--- src/rtl/hazard_stall_unit.sv ---
// Stall/flush controller for the 5-stage pipeline: load-use stall, data-memory wait FSM with timeout, branch flush.
// Optional build macro STALL_COUNT_EN adds a saturating stall_cycles counter port.
module hazard_stall_unit #(
  parameter int MEM_TIMEOUT = 15,
  parameter int CNT_W       = 8
) (
  input  logic        clk,
  input  logic        rst_n,
  input  logic [4:0]  id_rs1,
  input  logic [4:0]  id_rs2,
  input  logic        id_use_rs1,
  input  logic        id_use_rs2,
  input  logic [4:0]  ex_rd,
  input  logic        ex_MemRead,
  input  logic        mem_req,
  input  logic        mem_ready,
  input  logic        branch_taken,
  output logic        pc_write,
  output logic        ifid_write,
  output logic        ifid_flush,
  output logic        idex_write,
  output logic        idex_bubble,
  output logic        exmem_write,
  output logic        memwb_bubble,
  output logic        mem_error,
`ifdef STALL_COUNT_EN
  output logic [31:0] stall_cycles,
`endif
  output logic        o_dbg_state
);

  typedef enum logic {
    IDLE     = 1'b0,
    MEM_WAIT = 1'b1
  } state_t;

  localparam logic [CNT_W-1:0] TIMEOUT_C = CNT_W'(MEM_TIMEOUT);

  state_t           r_state;
  logic [CNT_W-1:0] r_cnt;
  logic             r_mem_error;

  logic w_load_use;
  logic w_freeze;
  logic w_hold_front;

  assign w_load_use = ex_MemRead && (ex_rd != 5'd0) &&
                      ((id_use_rs1 && (id_rs1 == ex_rd)) ||
                       (id_use_rs2 && (id_rs2 == ex_rd)));

  // Handshake: mem_req marks an access in MEM; the access completes in the cycle
  // mem_ready is high. Until then the whole pipeline is frozen. The cycle right
  // after a timeout is never frozen so the aborted instruction moves on.
  always_comb begin
    w_freeze = 1'b0;
    if (r_state == IDLE)
      w_freeze = mem_req && !mem_ready && !r_mem_error;
    else
      w_freeze = !mem_ready;
  end

  // A taken branch discards the ID instruction, so it cancels a load-use hold.
  assign w_hold_front = w_load_use && !branch_taken;

  assign pc_write     = !w_freeze && !w_hold_front;
  assign ifid_write   = !w_freeze && !w_hold_front;
  assign ifid_flush   = !w_freeze && branch_taken;
  assign idex_write   = !w_freeze;
  assign idex_bubble  = !w_freeze && (branch_taken || w_load_use);
  assign exmem_write  = !w_freeze;
  assign memwb_bubble = w_freeze;
  assign mem_error    = r_mem_error;
  assign o_dbg_state  = (r_state == MEM_WAIT);

  always_ff @(posedge clk or negedge rst_n) begin
    if (!rst_n) begin
      r_state     <= IDLE;
      r_cnt       <= '0;
      r_mem_error <= 1'b0;
    end else begin
      r_mem_error <= 1'b0;
      case (r_state)
        IDLE: begin
          if (w_freeze) begin
            r_state <= MEM_WAIT;
            r_cnt   <= CNT_W'(1);
          end
        end
        MEM_WAIT: begin
          if (mem_ready) begin
            r_state <= IDLE;
            r_cnt   <= '0;
          end else if (r_cnt == TIMEOUT_C) begin
            r_state     <= IDLE;
            r_cnt       <= '0;
            r_mem_error <= 1'b1;
          end else begin
            r_cnt <= r_cnt + CNT_W'(1);
          end
        end
        default: begin
          r_state <= IDLE;
          r_cnt   <= '0;
        end
      endcase
    end
  end

`ifdef STALL_COUNT_EN
  logic [31:0] r_stall_cycles;

  always_ff @(posedge clk or negedge rst_n) begin
    if (!rst_n)
      r_stall_cycles <= '0;
    else if (!pc_write && (r_stall_cycles != 32'hFFFF_FFFF))
      r_stall_cycles <= r_stall_cycles + 32'd1;
  end

  assign stall_cycles = r_stall_cycles;
`endif

endmodule

--- config.mk ---
export PLATFORM = sky130hd
export DESIGN_NAME = hazard_stall_unit
export DESIGN_NICKNAME = d
export VERILOG_FILES = /design/src/rtl/hazard_stall_unit.sv
export SDC_FILE = /design/constraint.sdc
export NUM_CORES = 1
export LEC_CHECK = 0
export BUFFER_PORTS_ARGS = -buffer_cell sky130_fd_sc_hd__buf_2
export CAP_MARGIN = 20
export CORE_MARGIN = 4
export CORE_UTILIZATION = 47
export CTS_BUF_LIST = sky130_fd_sc_hd__clkbuf_8
export CTS_CLUSTER_DIAMETER = 80
export DETAILED_ROUTE_END_ITERATION = 10
export PLACE_DENSITY = 0.79
export REMOVE_ABC_BUFFERS = 1
export SETUP_SLACK_MARGIN = 0.02
export SKIP_LAST_GASP = 1
export SLEW_MARGIN = 0
export SYNTH_ARGS = -nofsm -noshare
export SYNTH_HDL_FRONTEND = slang
export SYNTH_SLANG_ARGS = --single-unit
--- constraint.sdc ---
create_clock -name clk -period 2.2 [get_ports clk]
set_clock_uncertainty 0.15 [all_clocks]
set_input_delay 0.11 -clock clk [delete_from_list [all_inputs] [get_ports clk]]
set_output_delay 0.11 -clock clk [all_outputs]
set_load 0.01 [all_outputs]
==> impl_results.md <==
- Status: completed
- Chip height: 46.20 um
- Syn Area/Cell: 9.142 sq um
- Synth Instances: 75
- Max-cap viol count: 0
- Initial antenna violation count: 0
- Crit path cell chain: o21ai_1 -> inv_1 -> o31ai_1 -> buf_2
- Post-layout minimum cycle time: 1920 ps
- Portion of netlist area occupied by mux cells: 0%
- CTS tree: yes
- Largest net degree at the start of global routing: 11
- Largest family of logic cells by synthesized area: simple AND/OR/NAND/NOR gates
- Crit path largest cell delay: 430 ps
- Upper clock frequency limit: 520.9 MHz
- Complex-gate fraction of the synthesized area: 21.53%
- Routed wire length: 1.761 mm
- Seq/Total Area, Yosys: 36.50%
- First-pass GRT wire length: 2.891 mm
- CP required: 1940 ps
- Total CTS buffers: 3
- Slowest CP cell: dfrtp_1
- Startpoint Class: register
- Die ar.: 2134 sq um
- DR vias/cell: 5.500
- Die width: 46.20 um
- Vias: 682
- Commonest non-fill, non-tap cell in the layout: buf_2
- DRC: 0
- Synth Area in Adders: 1.825%
- Post-synth cell types: 32
- Synth area leader: dfrtp_1
- Setup violators final: 0
- EDFF count, synth: 0
- # nets final: 134
- Yosys warnings: 0
- Rows: 13
- IO Pins: 32
- TritonRoute pass-1 iters: 4
- Post-synth top area share: 36.50%
- Peak supply drop: 306.2 uV
- Main synth FF type: dfrtp_1
- CP Data Arrival Time: 1660 ps
- Commonest non-fill, non-tap cells in the layout: buf_2, dfrtp_1, xor2_1
- Routability cong.: 0.8231
- Vias in the first global route: 696
- Static leakage: 0.4500 nW
- Crit Path Category: register to output pin
- Final setup margin: 280.4 ps
- H-tree depth: 1
- Final Hold Fails: 0
- Core area: 1334 sq um
- Slew headroom: 56.17%
- Initial Utilization: 51.41%
- Crit-path max FO: 7
- Cell Area, Synth: 685.7 sq um
- Total gr overflow: 0
- Fin crit share: 87.26%
- Worst slack at placement: 511.9 ps
- Xor and xnor fraction of the mapped netlist area: 14.05%
- Smallest hold slack: 129.6 ps
- Gr usage total: 19.30%
- Power density over the cells: 600.3 nW/um^2
- Synth Area in Simple Gates: 22.26%
- Clock Sinks: 10
- Detailed Place HPWL: 1.370 mm
- Layout area overhead: 32.66%
- RSZ-0062 raised after global routing: false
- Drt wl/cell: 14.20 um
- PostCTS Resize Cnt: 0
- Post-synthesis register bit count: 10
- Setup TNS: 0 ps
- Root buf cell: clkbuf_8
- Iter 0 DRT Violations: 20
- Post-route ant nets: 0
- ANT cells: 0
- Non-Filler Instances: 124
- Worst-path clk slew: 50 ps
- IO buf count: 31
- Hold Crit Class: input pin to asynchronous set/reset pin
- Clk Latency, worst-skew pair: 240 ps
- Layout cells sized above 1: 37.61%
- FFs w/ async S/R, synth: 100.0%
- Ranking of synthesized cells by area: dfrtp_1, xor2_1, o21ai_0
- Placed Instances: 119
- Bufs on Longest Clock Path: 2
- Max-slew violations: 0
- CP Capture Type: output pin
- Worst Max-Slew Pin Slew: 657.5 ps
[cell usage after synthesis, drive strengths merged, types with 3 or more instances]
cell / count
a21oi: 3
dfrtp: 10
inv: 3
nand2: 7
nand3: 4
nor4: 3
o21ai: 8
xor2: 9
[kinds of logic after synthesis]
family / Yosys count
fa+ha+maj: 1
buf+inv: 5
xor+xnor: 11
compound gates: 21
flops: 10
simple gates: 27
[sequential cells by signal (all words and copies together) (netlist names)]
name and cells:
o_dbg_state 1, mem_error 1, r_cnt 8
[power breakdown]
group          internal (mW)  switching [mW]
sequential             0.194          0.0108
clock                  0.158          0.0781
combinational         0.0510          0.0539
[critical path, delay by kind of cell (launching register included)]
family	cells	cell delay, ps
buffers and inverters	2	330
AO/OA/AOI/OAI	2	650
flip-flops	1	430
[timing repair]
item,in CTS,in global routing
hold buffers,1,0
endpoints found under the setup margin,0,0
buffers inserted,0,0
hold endpoints to repair,10,0
[per-layer routing]
layer  GRT usage [%]  vias up  wire length, um
met4           11.93        0               38
li1                -      341                -
met2           33.79       24              946
met3           2.344        4               92
met5               0        -                0
met1           21.75      313              684
[cell type report]
type / instances / area, sq um
Sequential cell: 10 / 250.2
Timing Repair Buffer: 32 / 165.2
Inverter: 3 / 11.26
Multi-Input combinational cell: 60 / 409.1
Fill cell: 120 / 424.2
Clock buffer: 4 / 55.05
Tap cell: 15 / 18.77
[worst paths after layout]
kind,start,to,slack (ps),cells after the start
hold / removal,rst_n,r_cnt[4],130,2
min in group clk,mem_ready,r_cnt[7],140,3
hold reg to reg,r_cnt[2],r_cnt[2],390,1
max in group asynchronous,rst_n,r_cnt[1],1580,2
setup reg to reg,r_cnt[0],r_cnt[5],480,5
setup / recovery,o_dbg_state,idex_bubble,280,4
[through the flow]
stage               utilization [%]  area [sq um]  power (mW)
floorplan                         -         670.6      0.2605
global placement              63.32         844.6      0.3052
detailed placement            63.32         844.6      0.3110
CTS                           68.20         909.6      0.5453
global route                  68.20         909.6      0.5686
finish                        68.20         909.6      0.5461
(Power assumes the default switching activity.)
